===== src/rtl/path_cmd_decoder.sv =====
// Parses "$SS,EE#" path requests from the UART byte stream, latches start/end
// nodes for the CPU driver and issues a single start request per accepted frame.
module path_cmd_decoder #(
  parameter int NUM_NODES      = 30,
  parameter int TIMEOUT_CYCLES = 5000000,
  parameter int TO_W           = 23
) (
  input  logic       clk_50M,
  input  logic       reset,
  input  logic [7:0] rx_msg,
  input  logic       rx_complete,
  input  logic       cpu_busy,
  output logic [4:0] SP,
  output logic [4:0] EP,
  output logic       CPU_start,
  output logic       frame_err,
  output logic [1:0] err_code,
  output logic [7:0] ok_count,
  output logic [7:0] err_count
);

  typedef enum logic [2:0] {
    IDLE = 3'd0,
    SP_T = 3'd1,
    SP_U = 3'd2,
    SEP  = 3'd3,
    EP_T = 3'd4,
    EP_U = 3'd5,
    TERM = 3'd6
  } state_t;

  localparam logic [7:0] CH_DOLLAR = 8'h24;
  localparam logic [7:0] CH_COMMA  = 8'h2C;
  localparam logic [7:0] CH_HASH   = 8'h23;

  localparam logic [1:0] EC_CHAR  = 2'd1;
  localparam logic [1:0] EC_RANGE = 2'd2;
  localparam logic [1:0] EC_TOUT  = 2'd3;

  state_t          state_q, state_d;
  logic [3:0]      sp_t_q, sp_t_d, sp_u_q, sp_u_d;
  logic [3:0]      ep_t_q, ep_t_d, ep_u_q, ep_u_d;
  logic [TO_W-1:0] to_cnt_q, to_cnt_d;
  logic [4:0]      sp_q, sp_d, ep_q, ep_d;
  logic            pend_q, pend_d;
  logic            ferr_q, ferr_d;
  logic [1:0]      ecode_q, ecode_d;
  logic [7:0]      okc_q, okc_d, errc_q, errc_d;

  logic            is_digit;
  logic            to_hit;
  logic            frame_done;
  logic            frame_ok;
  logic            err_ev;
  logic [1:0]      err_cause;
  logic [6:0]      sp_val, ep_val;
  logic            in_range;
  logic            start_now;

  function automatic logic [6:0] node_val(input logic [3:0] tens, input logic [3:0] units);
    return (7'(tens) * 7'd10) + 7'(units);
  endfunction

  function automatic logic [7:0] sat_inc(input logic [7:0] v);
    return (v == 8'hFF) ? v : v + 8'd1;
  endfunction

  assign is_digit = (rx_msg >= 8'h30) && (rx_msg <= 8'h39);
  assign to_hit   = (state_q != IDLE) && (to_cnt_q == TO_W'(TIMEOUT_CYCLES - 1));
  assign sp_val   = node_val(sp_t_q, sp_u_q);
  assign ep_val   = node_val(ep_t_q, ep_u_q);
  assign in_range = (sp_val < 7'(NUM_NODES)) && (ep_val < 7'(NUM_NODES));
  assign frame_ok = frame_done && in_range;
  // The request is combinational so it fires in the very cycle busy is low.
  assign start_now = pend_q && !cpu_busy;

  always_comb begin
    state_d    = state_q;
    sp_t_d     = sp_t_q;
    sp_u_d     = sp_u_q;
    ep_t_d     = ep_t_q;
    ep_u_d     = ep_u_q;
    frame_done = 1'b0;
    err_ev     = 1'b0;
    err_cause  = EC_CHAR;
    if (rx_complete) begin
      if ((state_q != IDLE) && (rx_msg == CH_DOLLAR)) begin
        // Resync: a fresh '$' mid-frame restarts parsing but is still an error.
        err_ev  = 1'b1;
        state_d = SP_T;
      end else begin
        case (state_q)
          IDLE: if (rx_msg == CH_DOLLAR) state_d = SP_T;
          SP_T: if (is_digit) begin sp_t_d = rx_msg[3:0]; state_d = SP_U; end
                else begin err_ev = 1'b1; state_d = IDLE; end
          SP_U: if (is_digit) begin sp_u_d = rx_msg[3:0]; state_d = SEP; end
                else begin err_ev = 1'b1; state_d = IDLE; end
          SEP:  if (rx_msg == CH_COMMA) state_d = EP_T;
                else begin err_ev = 1'b1; state_d = IDLE; end
          EP_T: if (is_digit) begin ep_t_d = rx_msg[3:0]; state_d = EP_U; end
                else begin err_ev = 1'b1; state_d = IDLE; end
          EP_U: if (is_digit) begin ep_u_d = rx_msg[3:0]; state_d = TERM; end
                else begin err_ev = 1'b1; state_d = IDLE; end
          TERM: begin
            state_d = IDLE;
            if (rx_msg == CH_HASH) frame_done = 1'b1;
            else err_ev = 1'b1;
          end
          default: state_d = IDLE;
        endcase
        if (frame_done && !in_range) begin
          err_ev    = 1'b1;
          err_cause = EC_RANGE;
        end
      end
    end else if (to_hit) begin
      err_ev    = 1'b1;
      err_cause = EC_TOUT;
      state_d   = IDLE;
    end
  end

  always_comb begin
    to_cnt_d = (state_q == IDLE || rx_complete || to_hit) ? '0 : to_cnt_q + 1'b1;
    sp_d     = frame_ok ? sp_val[4:0] : sp_q;
    ep_d     = frame_ok ? ep_val[4:0] : ep_q;
    // A frame landing while a request issues re-arms it for the new nodes.
    pend_d   = frame_ok ? 1'b1 : (start_now ? 1'b0 : pend_q);
    ferr_d   = err_ev;
    ecode_d  = err_ev ? err_cause : ecode_q;
    okc_d    = frame_ok ? sat_inc(okc_q) : okc_q;
    errc_d   = err_ev ? sat_inc(errc_q) : errc_q;
  end

  always_ff @(posedge clk_50M or posedge reset) begin
    if (reset) begin
      state_q  <= IDLE;
      sp_t_q   <= '0;
      sp_u_q   <= '0;
      ep_t_q   <= '0;
      ep_u_q   <= '0;
      to_cnt_q <= '0;
      sp_q     <= '0;
      ep_q     <= '0;
      pend_q   <= 1'b0;
      ferr_q   <= 1'b0;
      ecode_q  <= '0;
      okc_q    <= '0;
      errc_q   <= '0;
    end else begin
      state_q  <= state_d;
      sp_t_q   <= sp_t_d;
      sp_u_q   <= sp_u_d;
      ep_t_q   <= ep_t_d;
      ep_u_q   <= ep_u_d;
      to_cnt_q <= to_cnt_d;
      sp_q     <= sp_d;
      ep_q     <= ep_d;
      pend_q   <= pend_d;
      ferr_q   <= ferr_d;
      ecode_q  <= ecode_d;
      okc_q    <= okc_d;
      errc_q   <= errc_d;
    end
  end

  assign SP        = sp_q;
  assign EP        = ep_q;
  assign CPU_start = start_now;
  assign frame_err = ferr_q;
  assign err_code  = ecode_q;
  assign ok_count  = okc_q;
  assign err_count = errc_q;

endmodule


===== config.mk =====
export PLATFORM = sky130hd
export DESIGN_NAME = path_cmd_decoder
export DESIGN_NICKNAME = d
export VERILOG_FILES = /design/src/rtl/path_cmd_decoder.sv
export SDC_FILE = /design/constraint.sdc
export NUM_CORES = 1
export LEC_CHECK = 0
export ABC_AREA = 1
export CAP_MARGIN = 40
export CORE_ASPECT_RATIO = 1.4
export CORE_MARGIN = 2
export CORE_UTILIZATION = 45
export CTS_CLUSTER_DIAMETER = 40
export DETAILED_ROUTE_END_ITERATION = 6
export GPL_TIMING_DRIVEN = 0
export PLACE_DENSITY_LB_ADDON = 0.15
export SYNTH_ARGS = -nofsm -noshare
export SYNTH_HDL_FRONTEND = slang
export SYNTH_SLANG_ARGS = --single-unit

===== constraint.sdc =====
create_clock -name clk_50M -period 3.43 [get_ports clk_50M]
set_input_delay 0.686 -clock clk_50M [delete_from_list [all_inputs] [get_ports clk_50M]]
set_output_delay 0.686 -clock clk_50M [all_outputs]
set_load 0.1 [all_outputs]

== After elaboration in Yosys (flattened, before gate mapping) ==
Index checks and enable logic that the tools add are counted.
Word-level totals
  output and inout bits: 30
  bits in registers: 72
  word-level logic and storage cells: 94
  input port bits: 12
Cells by class
  bitwise gates (word level): 3
  eq/ne operators: 13
  muxes and demuxes: 31
  reduce and logical (&&, ||, !) cells: 23
  add/subtract/negate cells: 5
  $mul: 2
  $lt $le $gt $ge: 4
Operators by type and width (count)
  8-bit by 6-bit == test with 1-bit output (second input constant): 3
  23-bit by 1-bit adder with 23-bit output (second input constant): 1
  23-bit == test (second input constant): 1
  23-bit 2-to-1 mux: 1
  3-bit 2-to-1 mux: 7
  3-bit case mux with 6 select lines: 1
  8-bit by 1-bit adder with 8-bit output (second input constant): 2
  8-bit == test (second input constant): 2
  4-bit AND reduction: 4
  1-bit 2-to-1 mux: 15
  7-bit by 4-bit adder with 7-bit output: 2
  7-bit by 5-bit less-than comparator with 1-bit output (second input constant): 2
  4-bit by 3-bit multiplier with 6-bit output (second input constant): 2
  2-bit 2-to-1 mux: 6
  3-bit == test (second input constant): 3
  8-bit by 6-bit greater-or-equal comparator with 1-bit output (second input constant): 1
  8-bit by 6-bit less-or-equal comparator with 1-bit output (second input constant): 1
  1-bit logical AND: 7
  3-bit by 2-bit == test with 1-bit output (second input constant): 2
  2-bit AND reduction: 3
  4-bit != test (second input constant): 1
  2-bit nonzero test: 2
  4-bit OR reduction: 1
  3-bit by 1-bit == test with 1-bit output (second input constant): 1
  6 further kinds: 10

== Depth between registers and ports, before layout ==
Gate-level depths: netlist of the first run.
  depth after elaboration: 10
  gate-level depth with buffers: 16
  gate-level depth less buffers: 15

== Worst setup path after synthesis of the first run ==
OpenSTA, ideal clock, no wires.
  kind: input-to-output
  from: in cpu_busy
  to: out CPU_start
  cell stages on the path: 1
  path buffers: 0
  path slack: 774 ps
  arrival time: 1970 ps
  data required time: 2744 ps
  cell sequence: nor2_1
Between the ends
  word-level cells in the longest chain between the ends: 2
RTL lines
  from (decl): line 12  | input logic cpu_busy,
  1-bit zero test: line 75  | assign start_now = pend_q && !cpu_busy;
  1-bit logical AND: line 75
  to (decl): line 15  | output logic CPU_start,
Every way passes these cells.

== Final worst setup path of the first run ==
  from: reg sp_t_q[1]
  to: reg ep_q[2] (netlist: EP[2])
Between the ends
  word-level cells in the longest chain between the ends: 5
RTL lines
  from (decl): line 41  | logic [3:0] sp_t_q, sp_t_d, sp_u_q, sp_u_d;
  from (signal assigned): line 152  | sp_t_q <= sp_t_d;
  4-bit by 3-bit multiplier with 6-bit output: line 61  | return (7'(tens) * 7'd10) + 7'(units);
  7-bit by 4-bit adder with 7-bit output: line 61
  7-bit by 5-bit less-than comparator with 1-bit output: line 72  | assign in_range = (sp_val < 7'(NUM_NODES)) && (ep_val < 7'(NUM_NODES));
  1-bit logical AND: line 72
  1-bit logical AND: line 73  | assign frame_ok = frame_done && in_range;
  to (signal assigned): line 158  | ep_q <= ep_d;
  to (decl): line 44  | logic [4:0] sp_q, sp_d, ep_q, ep_d;
Every way passes these cells.
A chain may end at the register's enable or synchronous reset.

==> results.ini, run 1 <==
[synth]
synth_edf_count = 0
ys_warn_count = 0
adder_cell_fraction_of_synth_area_pct = 6.95
post_synthesis_mux_area_share_pct = 0
ys.flop_type = dfrtp_1
postSynth.asyncResetShare_pct = 100
synth_fp_nets = 545
synth_simple_gate_area_share_pct = 32.8
syn-mean-instance-area_um2 = 8.23
synth-seq-cells = 72
sequential_cell_area_fraction_in_the_yosys_report_pct = 42.8
syn_inst = 512
synth_top_family_by_area = simple AND/OR/NAND/NOR gates
synth.cell_area_um2 = 4210
yosys.cell_types.count = 35
yosys.area_share.xor_xnor_pct = 5.61
synth_compound_gate_area_share_pct = 5.67

[sta]
finalCritPeriodShare_pct = 78.7
timing.final.crit_period_ps = 2700
largest_clock_skew_in_the_final_design_ps = 10.1
fin_setup_tns_ps = 0
max-slew-margin-rel_pct = 69.2
worst_case_hold_slack_ps = 471
timing.final.hold_violations = 0
drv_slew = 0
final_ws_setup_ps = 731
setup_violations = 0
grt_setup_unrepaired = no
peak_freq_mhz = 370
tightest_slew_ps = 458

[power_and_ir_drop]
clock_power_share_pct = 46.6
powerDensity_nw_per_um2 = 443
comb_power_share_pct = 16.8
netSwitchingPower_mw = 0.654
p_int_mw = 1.83
proportion_of_total_power_due_to_net_switching_pct = 26.4
share_seq_of_total_power_pct = 36.6
leakagePower_nw = 2.60
design_power_total_mw = 2.48
vdd_ir_drop_max_mv = 0.529

[drt]
route.antenna.remaining_nets = 0
vias = 3583
routed_wirelength_um = 8970
drt_pass1_iterations = 7
wl_met3_um = 188
wl_met2_um = 4950
routedWlPerCell_um = 12.7
dr_vias_cell = 5.07
first_iter_violations = 164
highest-signal-layer = met4
drt_drc_violations_left = 3
route.layer.met1.wl_um = 3630

[worst_setup_path]
arrival_ps = 2920
crit_fanout = 10
critical_path.most_common_cell = nand2_1
worst-setup-path-type = flop to flop
crit_path_end_kind = flop
rrSetupSlack_ps = 730
crit_required_ps = 3650
critical-path-max-stage-delay_ps = 450
crit_path_cell_trace = ha_1 > ha_1 > inv_1 > fa_1 > nor2_2 > nand3_1 > nand2_1 > nand2_1 > nand2_2 > nand3_4 > nor2_8 > nand2_2 > buf_6 > nand2_1 > nand2_1
slowest_stage = fa_1
worst_setup_sp_type = flop

[placed_design]
placedInstanceArea_um2 = 5240
dp.cells = 691
place.gp.congestion = 0.826
buffers_on_ports = 41
place.detailed.hpwl_um = 6880
preCtsSetupSlack_ps = 709

[clocking]
worst_skew_pair.late_latency_ps = 340
cts.hold.buffers_added = 0
cts.path.max_buffers = 2
numCtsBuffers = 9
cts_setup_buffers = 0
cts-resized-gates = 0
cts-htree-levels = 3
clkTransAtPathRegs_ps = 60
numClockSinks = 72
cts_tree = done
clockRootBuffer = clkbuf_16

[floorplanning]
floorplan.die_area_um2 = 10200
die_wd_um = 85.8
ioPinCount = 42
starting_density_pct = 46.4
dieHeight_um = 118
rows = 41
placeableCoreArea_um2 = 9080

[final_layout]
syn_to_final_growth_pct = 33.1
final_core_density_pct = 61.7
final.fill_count = 776
diodes = 0
layout.cell_area.non_filler_um2 = 5610
stdcell_count = 707
num-nets-final = 628
final_layout_size_suffix_gt1_share_pct = 15.8

[status]
violations = design-rule violations
run_status = finished with violations

[global_routing]
pin_count_of_the_biggest_net_entering_global_routing = 58
gr-total-overflow = 0
grt.total_usage_pct = 19.6
first_global_vias = 3678
grt_pass1_wl_um = 16100
antenna_found_initial = 0

[min_path]
hold_path.class = flop to flop

[job]
max_cap_viol_count = 0

-- cells in the mapped netlist (3+ instances only) --
cell | n | area (µm²)
dfrtp_1 | 72 | 1800
xnor2_1 | 12 | 105
fa_1 | 4 | 80.1
o21ai_1 | 8 | 40.0
inv_2 | 9 | 33.8
a21oi_1 | 6 | 30.0
xor2_1 | 15 | 131
nand3_1 | 36 | 180
inv_1 | 49 | 184
nor3b_1 | 4 | 30.0
ha_1 | 17 | 213
nor2_1 | 38 | 143
buf_6 | 3 | 33.8
o21ai_2 | 3 | 26.3
nor4_1 | 5 | 31.3
o21ai_0 | 22 | 110
nor3_1 | 14 | 70.1
nor3_2 | 3 | 30.0
nand4_1 | 19 | 119
nor2_2 | 7 | 43.8
nand2_2 | 9 | 56.3
nand2_1 | 139 | 522
-- path summary, 6_finish.rpt --
kind | from | endpoint | cells after the start
max in group asynchronous | reset | err_count[4] | 3
worst max-delay path | sp_t_q[1] | EP[2] | 15
worst min-delay path | SP[2] | SP[2] | 2
worst max register to register | sp_t_q[1] | EP[2] | 15
min in group asynchronous | reset | ok_count[3] | 2
worst min register to register | SP[2] | SP[2] | 2
-- cell families after synthesis --
family          count (synthesis)
compound gates                 42
xor+xnor                       27
fa+ha+maj                      21
buf+inv                        63
flops                          72
simple gates                  287
-- layout make-up --
class / instances / area (µm²) / area share, %
buffer: 5 / 43.8 / 0.781
clock buffer: 11 / 243 / 4.33
clock inverter: 5 / 128 / 2.28
inverter: 58 / 220 / 3.93
multi-input combinational: 377 / 2150 / 38.3
sequential: 72 / 1800 / 32.1
tap: 107 / 134 / 2.39
timing repair buffer: 72 / 888 / 15.8
-- routing by layer --
| layer | global-route usage, % | vias up |
|---|---|---|
| li1 | - | 1833 |
| met1 | 21.6 | 1688 |
| met2 | 35.8 | 46 |
| met3 | 3.14 | 16 |
| met4 | 9.13 | 0 |
| met5 | 0 | - |
-- critical path: cells and delay by family (launching register included) --
family                     cells  cell delay, ps
adders and majority gates      3             970
buffers and inverters          2             230
DFF                            1             430
and+or+nand+nor               10             920
-- power by group through the flow --
stage                     sequential (mW)  combinational, mW  clock [mW]
after floorplan                      1.09             0.0871           0
after global placement              0.922              0.338           0
after detailed placement            0.924              0.421           0
after CTS                           0.909              0.423        1.18
after global routing                0.912              0.445        1.21
final                               0.909              0.418        1.16
-- registers in the layout, summed over array words and instances (netlist names) --
| signal | flops |
|---|---|
| ok_count | 8 |
| frame_err | 1 |
| sp_t_q | 4 |
| SP | 5 |
| sp_u_q | 4 |
| state_q | 3 |
| ep_u_q | 4 |
| to_cnt_q | 23 |
| pend_q | 1 |
| ep_t_q | 4 |
| EP | 5 |
| err_code | 2 |
| err_count | 8 |
-- layout by cell type, fill, tap and decap left out, types with 2 or more instances in the layout --
cell type and instances:
ha_1 17, nor2_4 2, clkdlybuf4s50_1 41, fa_1 4, a21oi_1 6, nand3_4 2
xnor2_1 12, inv_2 9, nor4_2 2, nand3_2 2, buf_6 3, nor4_1 5
nand3_1 36, nand2_2 9, nand2_1 139, clkbuf_16 9, buf_8 30, bufinv_16 4
o21ai_1 8, nor3_1 14, nor3_2 3, nor2_1 38, inv_1 48, xor2_1 15
buf_2 2, o21ai_0 22, o21ai_2 3, dfrtp_1 72, nor2_2 7, nor3b_1 4
nand4_1 19
No activity file was read; power rests on OpenSTA's default activity.
==> run 2, diff against run 1 <==
Clock period 3.43 ns to 2.7 ns, I/O delays scaled along.
==> run 2 against run 1 <==
Compared with the run above: maximum frequency grew 2.7%; critical path depth is 2 lower; cell area up 2.7%; register-to-register slack lost 660 ps; global-route usage up 0.15 points; first-iteration DRC count fell by 2.4%; flip-flop and latch count unchanged; the run now ends clean; setup slack worse by 660 ps; worst hold slack better by 6.8 ps; sequential power grew 28%; core utilization is 1.7 points higher; total power up 27%.
==> results.ini, run 2 (same netlist as run 1, synthesis figures left out) <==
[status]
run_status = finished clean

[placed_design]
place.detailed.hpwl_um = 6880
placedInstanceArea_um2 = 5240
buffers_on_ports = 41
dp.cells = 691
preCtsSetupSlack_ps = -20.6
place.gp.congestion = 0.826

[global_routing]
antenna_found_initial = 0
grt_pass1_wl_um = 16200
grt.total_usage_pct = 19.7
pin_count_of_the_biggest_net_entering_global_routing = 58
gr-total-overflow = 0
first_global_vias = 3675

[worst_setup_path]
crit_path_cell_trace = ha_1 > ha_1 > fa_1 > inv_1 > nand2_1 > nand2_1 > nor2_2 > nand2_4 > nor2_8 > nand2_4 > clkbuf_16 > nand2_2 > nand2_1
crit_fanout = 7
critical_path.top_delay_family = adder cells
critical_path.most_common_cell = nand2_1
slowest_stage = fa_1
crit_buf_inv = 2
worst-setup-path-type = flop to flop
worst_setup_sp_type = flop
critical-path-max-stage-delay_ps = 560
arrival_ps = 2860
crit_required_ps = 2930
crit_path_end_kind = flop

[final_layout]
largest_register = to_cnt_q
layout.cell_area.non_filler_um2 = 5760
syn_to_final_growth_pct = 36.8
final_layout_size_suffix_gt1_share_pct = 19.7
final_core_density_pct = 63.4
largest_reg_flops = 23
final.fill_count = 762
diodes = 0
mostFrequentLayoutCell = nand2_1
num-nets-final = 637
stdcell_count = 716
mostFrequentLayoutCells = nand2_1 (130), dfrtp_1 (71), inv_1 (47)

[clocking]
numClockSinks = 72
cts_tree = done
cts.path.max_buffers = 2
cts-htree-levels = 3
clockRootBuffer = clkbuf_16
worst_skew_pair.late_latency_ps = 340
clkTransAtPathRegs_ps = 60
numCtsBuffers = 9

[floorplanning]
starting_density_pct = 46.4
dieHeight_um = 118
ioPinCount = 42
rows = 41
floorplan.die_area_um2 = 10200
die_wd_um = 85.8
placeableCoreArea_um2 = 9080

[sta]
drv_slew = 0
tightest_slew_ps = 460
peak_freq_mhz = 380
grt_setup_unrepaired = yes
timing.final.crit_period_ps = 2630
timing.final.hold_violations = 0
setup_violations = 0
final_ws_setup_ps = 71.7
finalCritPeriodShare_pct = 97.3
max-slew-margin-rel_pct = 69.1
largest_clock_skew_in_the_final_design_ps = 7.35

[power_and_ir_drop]
comb_power_share_pct = 17.0
powerDensity_nw_per_um2 = 549
share_seq_of_total_power_pct = 36.5
p_int_mw = 2.33
netSwitchingPower_mw = 0.837
leakagePower_nw = 2.66
vdd_ir_drop_max_mv = 0.673
clock_power_share_pct = 46.5
proportion_of_total_power_due_to_net_switching_pct = 26.4
design_power_total_mw = 3.16

[job]
max_cap_viol_count = 0

[drt]
drt_drc_violations_left = 0
vias = 3653
first_iter_violations = 160
routed_wirelength_um = 9320
dr_vias_cell = 5.10
drt_pass1_iterations = 7
route.antenna.remaining_nets = 0
routedWlPerCell_um = 13.0

[min_path]
hold_path.class = flop to flop

## run 2: changes by cell type in the layout (fill, tap and decap cells not counted), moves of 2 or more
cell     before  now
buf_4         0    6
nand3_2       2    4
nand2_4       0    3
o21ai_1       8    6
nand2_1     139  130
nand2_2       9   15
o21ai_2       3    5
## run 2: worst paths after layout
check	startpoint	to	slack (ps)	cells after the start
min in group asynchronous	reset	ok_count[3]	490	2
max in group asynchronous	reset	ep_t_q[1]	1660	3
hold reg to reg	SP[4]	SP[4]	480	2
setup / recovery	ep_t_q[1]	SP[2]	70	13
hold / removal	SP[4]	SP[4]	480	2
setup reg to reg	ep_t_q[1]	SP[2]	70	13
## run 2: area by class of cell
class / count / area (µm²) / share of cell area (%)
multi-input combinational: 378 / 2210 / 38.4
sequential: 72 / 1800 / 31.3
timing repair buffer: 80 / 970 / 16.8
clock buffer: 11 / 243 / 4.21
inverter: 58 / 223 / 3.87
tap: 107 / 134 / 2.32
clock inverter: 5 / 128 / 2.22
buffer: 5 / 47.5 / 0.825
## run 2: what timing repair did
item                                    in CTS  in global routing
hold buffers                                 0                  0
resized for setup                            0                 23
endpoints found under the setup margin      11                 30
cloned                                       0                  3
setup buffers                                3                  3
pin swaps                                    1                  5
## run 2: layer usage
metal	track usage [%]	vias to the layer above	part of all wire, %
met5	0	-	0
met4	8.83	0	1.9
met3	3.35	16	3.0
met2	36.1	59	56
met1	21.8	1730	39
li1	-	1848	-
## run 2: tightest hold or removal path, cell delays in order, from the launching register on
cell,delay (ps)
dfrtp_1,340
nand2_1,60
o21ai_2,40
## run 2: power groups by stage
stage | clock network (mW) | logic (mW) | registers, mW
2_1_floorplan | 0 | 0.111 | 1.38
3_3_place_gp | 0 | 0.429 | 1.17
3_5_place_dp | 0 | 0.535 | 1.17
4_1_cts | 1.50 | 0.538 | 1.15
5_1_grt | 1.54 | 0.571 | 1.16
6_report | 1.47 | 0.537 | 1.16
## run 2: stage by stage
| stage | hold slack (ps) | TNS, ps |
|---|---|---|
| 3_5_place_dp | 457 | -98.9 |
| 5_1_grt | 506 | -1420 |
| 3_3_place_gp | 453 | -64610 |
| 6_report | 478 | 0 |
| 2_1_floorplan | 454 | 0 |
| 4_1_cts | 473 | 0 |
==> run 3, diff against run 2 <==
Settings changed: ABC_CLOCK_PERIOD_IN_PS set to 2700, CTS_CLUSTER_DIAMETER 40 to 30, GPL_TIMING_DRIVEN 0 to not set.
==> run 3 against run 2 <==
Compared with the run above: flip-flop and latch count unchanged; worst hold slack got worse by 9.1 ps; wire length decreased by 5.4%; via count decreased by 4.5%; total power decreased by 13%; critical path depth increased by 2; core utilization decreased by 7.5 points.
==> results.ini, run 3 (same netlist as run 1, synthesis figures left out) <==
[clocking]
cts_tree = done
numClockSinks = 72
numCtsBuffers = 9
cts.path.max_buffers = 2
clockRootBuffer = clkbuf_16
worst_skew_pair.late_latency_ps = 340
cts-htree-levels = 3
clkTransAtPathRegs_ps = 60

[min_path]
hold_path.class = flop to flop

[drt]
routedWlPerCell_um = 13.0
first_iter_violations = 145
dr_vias_cell = 5.14
routed_wirelength_um = 8810
route.antenna.remaining_nets = 0
vias = 3489
drt_pass1_iterations = 6
drt_drc_violations_left = 0

[power_and_ir_drop]
vdd_ir_drop_max_mv = 0.707
leakagePower_nw = 2.40
powerDensity_nw_per_um2 = 539

[worst_setup_path]
critical_path.top_delay_family = simple AND/OR/NAND/NOR gates
crit_fanout = 8
critical-path-max-stage-delay_ps = 490
crit_buf_inv = 2
worst_setup_sp_type = flop
crit_path_cell_trace = ha_4 > ha_4 > inv_2 > fa_1 > nor2_2 > nand3_1 > nand2_1 > nand2_1 > nand2_2 > nand3_4 > nor2_8 > buf_4 > nand3_4 > nand2_1 > o21ai_1
rrSetupSlack_ps = 40
slowest_stage = fa_1
crit_path_end_kind = flop
worst-setup-path-type = flop to flop
crit_required_ps = 2920
critical_path.most_common_cell = nand2_1
arrival_ps = 2880

[sta]
grt_setup_unrepaired = yes
fin_setup_tns_ps = 0
tightest_slew_ps = 498
finalCritPeriodShare_pct = 98.6
max-slew-margin-rel_pct = 66.8
timing.final.crit_period_ps = 2660
drv_slew = 0
largest_clock_skew_in_the_final_design_ps = 3.46
timing.final.hold_violations = 0
setup_violations = 0
final_ws_setup_ps = 38.3
peak_freq_mhz = 376

[floorplanning]
die_wd_um = 85.8
placeableCoreArea_um2 = 9080
ioPinCount = 42
dieHeight_um = 118
rows = 41
starting_density_pct = 46.4
floorplan.die_area_um2 = 10200

[final_layout]
mostFrequentLayoutCells = nand2_1 (138), dfrtp_1 (72), inv_1 (47)
largest_reg_flops = 23
mostFrequentLayoutCell = nand2_1
num-nets-final = 600
syn_to_final_growth_pct = 20.6
final_layout_size_suffix_gt1_share_pct = 17.8
diodes = 0
largest_register = to_cnt_q
final.fill_count = 869

[status]
run_status = finished clean

[global_routing]
grt.total_usage_pct = 18.5
first_global_vias = 3459
pin_count_of_the_biggest_net_entering_global_routing = 73
antenna_found_initial = 0
grt_pass1_wl_um = 15000
gr-total-overflow = 0

[placed_design]
place.gp.congestion = 0.851
buffers_on_ports = 41
place.detailed.hpwl_um = 6300
preCtsSetupSlack_ps = 24.6

[job]
max_cap_viol_count = 0

==> run 3: changes by cell type in the layout (fill, tap and decap cells not counted), sizes merged <==
cell | previous run | this run
clkdlybuf4s50 | 41 | 11
clkbuf | 12 | 10
buf | 43 | 37
clkinv | 0 | 3
bufinv | 4 | 1
clkinvlp | 1 | 2
==> run 3: worst paths after layout <==
kind,start,end,depth (start not counted)
max,sp_t_q[3],ok_count[6],15
max reg2reg,sp_t_q[3],ok_count[6],15
min,SP[2],SP[2],2
min reg2reg,SP[2],SP[2],2
max in group asynchronous,reset,state_q[2],3
min in group asynchronous,reset,ok_count[0],3
==> run 3: timing repair <==
item / in CTS / in global routing
buffers inserted: 0 / 4
hold buffers: 0 / 0
gates resized for setup: 0 / 12
endpoints found under the setup margin: 0 / 30
==> run 3: stage by stage <==
stage	hold slack [ps]	instance area, µm²	utilization, %	total power, mW	instances
floorplan	454	4210	-	1.49	512
global placement	455	4680	51.6	1.59	658
detailed placement	459	4680	51.6	1.59	658
global route	484	5080	56.0	2.85	679
CTS	474	4970	54.8	2.77	674
finish	469	5080	56.0	2.74	679
==> run 3: tightest hold or removal path: cells and delay by family (launching register included) <==
family           cells  cell delay (ps)
DFF                  1              340
and+or+nand+nor      2              100
==> run 3: layout make-up <==
type                       count  area (µm²)  share of cell area, %
timing repair buffer          48         413                   8.13
multi-input combinational    378        2220                   43.8
clock inverter                 6        60.1                   1.18
clock buffer                  10         229                   4.51
sequential                    72        1800                   35.5
inverter                      58         220                   4.33
tap                          107         134                   2.63
==> run 3: routing by layer <==
layer / vias up / GRT usage, % / part of all wire, %
li1: 1787 / - / -
met1: 1654 / 20.1 / 41
met2: 35 / 34.0 / 55
met3: 13 / 4.19 / 2.2
met4: 0 / 6.85 / 1.7
met5: - / 0 / 0
==> run 3: report_power, final <==
group	leakage [nW]	total [mW]	switching (mW)	internal, mW
sequential	0.981	1.15	0.0414	1.11
combinational	1.28	0.422	0.322	0.101
clock	0.138	1.16	0.455	0.710
total	2.40	2.74	0.818	1.92
